`config.mk`:
```
export PLATFORM = sky130hd
export DESIGN_NAME = uart_std_rx
export DESIGN_NICKNAME = d
export VERILOG_FILES = /design/src/rtl/uart_std_rx.sv
export SDC_FILE = /design/constraint.sdc
export NUM_CORES = 1
export LEC_CHECK = 0
export CORE_MARGIN = 10
export CORE_UTILIZATION = 39
export CTS_BUF_LIST = sky130_fd_sc_hd__clkbuf_4
export CTS_CLUSTER_DIAMETER = 200
export DETAILED_ROUTE_END_ITERATION = 16
export SYNTH_ARGS = -nofsm -noshare
export SYNTH_HDL_FRONTEND = slang
export SYNTH_SLANG_ARGS = --single-unit
```
`constraint.sdc`:
```
create_clock -name io_clock -period 3.02 [get_ports io_clock]
set_input_delay 0.604 -clock io_clock [delete_from_list [all_inputs] [get_ports io_clock]]
set_output_delay 0.604 -clock io_clock [all_outputs]
set_load 0.1 [all_outputs]
```
`src/rtl/uart_std_rx.sv`:
```
// 8N1 UART receiver: two-flop synchronizer, mid-bit sampling deframer and a small
// first-word-fall-through FIFO presented as a valid/ready stream.
module uart_std_rx #(
    parameter int unsigned CLKS_PER_BIT = 868,
    parameter int unsigned DATA_BITS    = 8,
    parameter int unsigned FIFO_DEPTH   = 4
) (
    input  logic                          io_clock,
    input  logic                          io_reset,
    input  logic                          io_uartStd_rxd,
    output logic                          io_rx_valid,
    input  logic                          io_rx_ready,
    output logic [DATA_BITS-1:0]          io_rx_payload,
    output logic [$clog2(FIFO_DEPTH):0]   io_occupancy,
    output logic                          io_frameError,
    output logic                          io_overrun,
    input  logic                          io_clearErrors
);

    localparam int unsigned CNT_W = $clog2(CLKS_PER_BIT);
    localparam int unsigned HALF  = CLKS_PER_BIT / 2;
    localparam int unsigned IDX_W = (DATA_BITS > 1) ? $clog2(DATA_BITS) : 1;
    localparam int unsigned AW    = $clog2(FIFO_DEPTH);

    localparam logic [CNT_W-1:0] HalfM1  = CNT_W'(HALF - 1);
    localparam logic [CNT_W-1:0] BitM1   = CNT_W'(CLKS_PER_BIT - 1);
    localparam logic [IDX_W-1:0] LastIdx = IDX_W'(DATA_BITS - 1);

    typedef enum logic [2:0] {StIdle, StStart, StData, StStop, StBreak} state_e;

    logic                 rx_meta_q, rxs_q;
    state_e               state_q, state_d;
    logic [CNT_W-1:0]     cnt_q, cnt_d;
    logic [IDX_W-1:0]     idx_q, idx_d;
    logic [DATA_BITS-1:0] shift_q, shift_d;
    logic                 ferr_q, ferr_d;
    logic                 overrun_q, overrun_d;
    logic [AW:0]          wr_ptr_q, wr_ptr_d, rd_ptr_q, rd_ptr_d;
    logic [DATA_BITS-1:0] mem_q [FIFO_DEPTH];
    logic [DATA_BITS-1:0] mem_d [FIFO_DEPTH];

    logic push, push_en, pop, full, empty;

    always_comb begin
        state_d = state_q;
        cnt_d   = cnt_q;
        idx_d   = idx_q;
        shift_d = shift_q;
        ferr_d  = 1'b0;
        push    = 1'b0;
        unique case (state_q)
            StIdle: begin
                if (!rxs_q) begin
                    state_d = StStart;
                    cnt_d   = '0;
                end
            end
            StStart: begin
                cnt_d = cnt_q + 1'b1;
                if (cnt_q == HalfM1) begin
                    cnt_d = '0;
                    idx_d = '0;
                    // A start bit gone high by mid-bit is treated as a glitch.
                    state_d = rxs_q ? StIdle : StData;
                end
            end
            StData: begin
                cnt_d = cnt_q + 1'b1;
                if (cnt_q == BitM1) begin
                    cnt_d   = '0;
                    shift_d = {rxs_q, shift_q[DATA_BITS-1:1]};
                    idx_d   = idx_q + 1'b1;
                    if (idx_q == LastIdx) begin
                        state_d = StStop;
                    end
                end
            end
            StStop: begin
                cnt_d = cnt_q + 1'b1;
                if (cnt_q == BitM1) begin
                    cnt_d = '0;
                    if (rxs_q) begin
                        push    = 1'b1;
                        state_d = StIdle;
                    end else begin
                        ferr_d  = 1'b1;
                        state_d = StBreak;
                    end
                end
            end
            StBreak: begin
                if (rxs_q) begin
                    state_d = StIdle;
                end
            end
            default: state_d = StIdle;
        endcase
    end

    assign empty   = (wr_ptr_q == rd_ptr_q);
    assign full    = (wr_ptr_q[AW] != rd_ptr_q[AW]) && (wr_ptr_q[AW-1:0] == rd_ptr_q[AW-1:0]);
    assign pop     = !empty && io_rx_ready;
    assign push_en = push && (!full || pop);

    always_comb begin
        mem_d    = mem_q;
        wr_ptr_d = wr_ptr_q;
        rd_ptr_d = rd_ptr_q;
        if (push_en) begin
            mem_d[wr_ptr_q[AW-1:0]] = shift_q;
            wr_ptr_d = wr_ptr_q + 1'b1;
        end
        if (pop) begin
            rd_ptr_d = rd_ptr_q + 1'b1;
        end
        overrun_d = overrun_q;
        if (io_clearErrors) begin
            overrun_d = 1'b0;
        end
        if (push && full && !pop) begin
            overrun_d = 1'b1;
        end
    end

    always_ff @(posedge io_clock) begin
        if (!io_reset) begin
            rx_meta_q <= 1'b1;
            rxs_q     <= 1'b1;
            state_q   <= StIdle;
            cnt_q     <= '0;
            idx_q     <= '0;
            shift_q   <= '0;
            ferr_q    <= 1'b0;
            overrun_q <= 1'b0;
            wr_ptr_q  <= '0;
            rd_ptr_q  <= '0;
            for (int i = 0; i < FIFO_DEPTH; i++) begin
                mem_q[i] <= '0;
            end
        end else begin
            rx_meta_q <= io_uartStd_rxd;
            rxs_q     <= rx_meta_q;
            state_q   <= state_d;
            cnt_q     <= cnt_d;
            idx_q     <= idx_d;
            shift_q   <= shift_d;
            ferr_q    <= ferr_d;
            overrun_q <= overrun_d;
            wr_ptr_q  <= wr_ptr_d;
            rd_ptr_q  <= rd_ptr_d;
            mem_q     <= mem_d;
        end
    end

    assign io_rx_valid   = !empty;
    assign io_rx_payload = mem_q[rd_ptr_q[AW-1:0]];
    assign io_occupancy  = wr_ptr_q - rd_ptr_q;
    assign io_frameError = ferr_q;
    assign io_overrun    = overrun_q;

endmodule

```
==> summary.txt <==
Placed design
  – Inst Count DP: 438
  – Dpl cell area: between 3000 and 4000 sq um
  – Half-perimeter wire length after detailed placement: approximately 4700 microns
  – Number of buffer cells added on primary ports: 18
  – Final Wtd Congestion: ~0.8

STA
  – Hold_ws: approximately 0.42 ns
  – Min Clock Period, post-route: around 2.6 ns
  – Unrepaired setup endpoints after global routing: no
  – Final period utilization: between 80% and 90%
  – Final-layout setup total negative slack: 0 ns
  – Maximum achievable frequency: ~380 MHz
  – Worst slew pin tran: 0.6726 ns
  – Post-route clock skew: around 0.013 ns
  – Total count of hold-check failures in the final report: 0
  – Number of setup violations in the final report: 0
  – Pins over their slew limit: 0
  – Headroom to the max-slew limit: between 50% and 60%

Routing
  – Count of vias placed by the detailed router: ~2400
  – Vias per inst: 5.222
  – Routed wirelength normalized by instance count: between 10 and 15 microns
  – Total length of routed wires: 6725 microns
  – Antenna violation net count after detailed routing: 0
  – DRC viols: 0
  – Initial drt markers: 110
  – Number of optimization iterations in the first detailed-route pass: 4

Clocking
  – Number of buffers created by CTS: 9
  – CTS Root Cell: clkbuf_4
  – # hold bufs at CTS: 0
  – Clock tree from TritonCTS: yes
  – Number of clock sinks seen by CTS: 66
  – Clk Latency, worst-skew pair: between 0.4 and 0.5 ns
  – Resized Gates After CTS: 0
  – H-tree depth reported by CTS: 3
  – Number of buffers inserted to repair setup after CTS: 0
  – Clock transition at the registers of the reported paths: approximately 0.11 ns
  – Maximum number of buffers from clock root to sink: 2

Global route
  – Initial antenna violation count: 1
  – Number of global-route vias before repair: approximately 2300
  – Largest net degree at the start of global routing: 59
  – Global-route wire length before repair: 11770 microns
  – Aggregate global-route resource usage: ~11%
  – Aggregate global routing overflow: 0

Finish
  – Post-route cell area: about 3800 sq um
  – Area grow syn2layout: 11.95%
  – Number of fill cells: between 800 and 900
  – Share of layout cells above drive strength 1: 19.48%
  – Number of nets in the finished design: ~360
  – Count of placed standard cells in the final layout, fillers left out: ~460
  – Commonest cells after routing, fill and taps aside: dfxtp_1, nand2_1, mux2i_1
  – Most common library cell in the layout ignoring fill and taps: dfxtp_1

Floorplanning
  – Placeable core region: just over 8000 sq um
  – Total number of placement rows: 33
  – Die outline area: 12700 sq um
  – Boundary Pins: 19
  – Die X: between 100 and 150 microns
  – Vertical die dimension: roughly 110 microns
  – Initial standard-cell utilization of the core: 40.37%

Worst setup path
  – Category of the critical setup timing path: flop to primary output
  – Arrival time reported for the critical path endpoint: 2.00 ns
  – Critical path fanouts, max: 8
  – Req. time, crit path: between 2 and 2.5 ns
  – Slowest cell delay on critical path: just over 0.6 ns
  – Slowest stage cell, crit path: dfxtp_1
  – Type of element capturing the critical path: primary output
  – CP Cell Sequence: ha_1 > fa_1 > inv_1 > buf_12
  – Kind of start point of the critical path: flop

Power
  – Clock power frac: about 37%
  – Design internal power: 1.321 mW
  – PwrDens: about 480 nW/um^2
  – Maximum resistive drop on vdd: roughly 0.18 mV
  – Static Leakage: 1.514 nW
  – Switch share: between 20 and 30%
  – Switching component of the power: 0.4959 mW
  – Sequential group share of total power: 50.1%
  – Relative contribution of combinational cells to total power: around an eighth
  – Pwr Total: between 1.5 and 2 mW

Synthesis
  – Fraction of the yosys area taken by sequential cells: between 30% and 40%
  – Flip-flop and latch count after synthesis: 66
  – Synthesized net count: ~350
  – Number of synthesized flops with an enable pin: 0
  – Number of distinct standard cells referenced by the synthesized netlist: 53
  – Prevailing post-synth register cell: dfxtp_1
  – Asr flop ratio synth: 0%
  – Ys Warns: 0
  – Cell area after technology mapping: ~3400 sq um
  – Number of instances in the synthesized netlist: about 330
  – Average instance area after synthesis: ~10 sq um

Hold path
  – Worst min-delay path category: flop to flop

Run
  – Number of max-cap violations: 0

Run status
  – Status: finished, final reports clean
-- logic make-up after synthesis --
family	Yosys count	synth area share, %
and+or+nand+nor	131	22.29
buffers and inverters	29	4.966
muxes	58	20.31
DFF	66	39.43
AOI/OAI and AO/OA	26	6.722
adders and majority gates	12	4.705
xor gates and xnor gates	6	1.568
-- cell usage after synthesis (all sizes together), types with 2 or more instances --
cell type | n | share of area (%)
and4bb | 2 | 0.86
o21ai | 6 | 0.90
nor4 | 9 | 2.1
a2111oi | 2 | 1.3
and3 | 5 | 0.93
nor3 | 5 | 1.1
clkbuf | 12 | 1.8
or3b | 3 | 1.0
nor2 | 18 | 2.0
nor3b | 2 | 0.60
buf | 7 | 1.8
a21oi | 10 | 2.1
and2 | 2 | 0.37
nand3 | 14 | 3.2
nand4 | 4 | 0.75
xnor2 | 2 | 0.52
xor2 | 4 | 1.0
ha | 11 | 4.1
nor4b | 2 | 0.97
inv | 9 | 1.0
mux4 | 8 | 5.4
nand2b | 5 | 0.93
nand2 | 55 | 6.2
mux2i | 50 | 15
dfxtp | 66 | 39
-- through the flow --
step | utilization [%] | setup WS (ns)
3_3_place_gp | 43.22 | 0.8152
3_5_place_dp | 43.22 | 0.7584
5_1_grt | 45.20 | 0.2830
4_1_cts | 45.17 | 0.3497
6_report | 45.20 | 0.4117
2_1_floorplan | - | 0.4278
-- power by group through the flow --
stage | logic (mW) | registers (mW) | clock network (mW)
floorplan | 0.206 | 0.917 | 0
global placement | 0.237 | 0.929 | 0
detailed placement | 0.240 | 0.930 | 0
CTS | 0.241 | 0.910 | 0.686
global route | 0.264 | 0.915 | 0.720
finish | 0.240 | 0.910 | 0.667
-- routing by layer --
layer / track usage, % / vias up / part of all wire (%)
met3: 3.487 / 9 / 3.2
met4: 4.822 / 0 / 1.8
li1: - / 1201 / -
met5: 0 / - / 0
met2: 15.48 / 24 / 42
met1: 15.59 / 1142 / 53
-- worst max-delay path: cells and delay by family, from the launching register on --
family	cells	cell delay (ns)
fa+ha+maj	2	0.68
flops	1	0.62
buf+inv	2	0.28
-- final cells by class --
cell class / instances / area [sq um] / area share, %
multi-input combinational: 233 / 1871 / 49.87
sequential: 66 / 1321 / 35.22
timing repair buffer: 25 / 230.2 / 6.137
tap: 105 / 131.4 / 3.502
clock inverter: 7 / 93.84 / 2.502
clock buffer: 9 / 67.56 / 1.801
inverter: 9 / 33.78 / 0.9006
antenna: 1 / 2.502 / 0.06671
-- final timing paths --
path | startpoint | to | slack (ns) | depth (start not counted)
setup / recovery | rd_ptr_q[0] | io_occupancy[1] | 0.41 | 4
hold / removal | rx_meta_q | rxs_q | 0.42 | 1
setup reg to reg | cnt_q[0] | cnt_q[8] | 0.90 | 5
hold reg to reg | rx_meta_q | rxs_q | 0.42 | 1
-- sequential cells by signal, summed over array words and instances, names as in the netlist --
signal         flops
cnt_q             10
shift_q            8
io_overrun         1
idx_q              3
wr_ptr_q           3
rxs_q              1
rx_meta_q          1
state_q            3
io_frameError      1
mem_q             32
rd_ptr_q           3
Note: power is estimated with default switching activity, not from simulation.
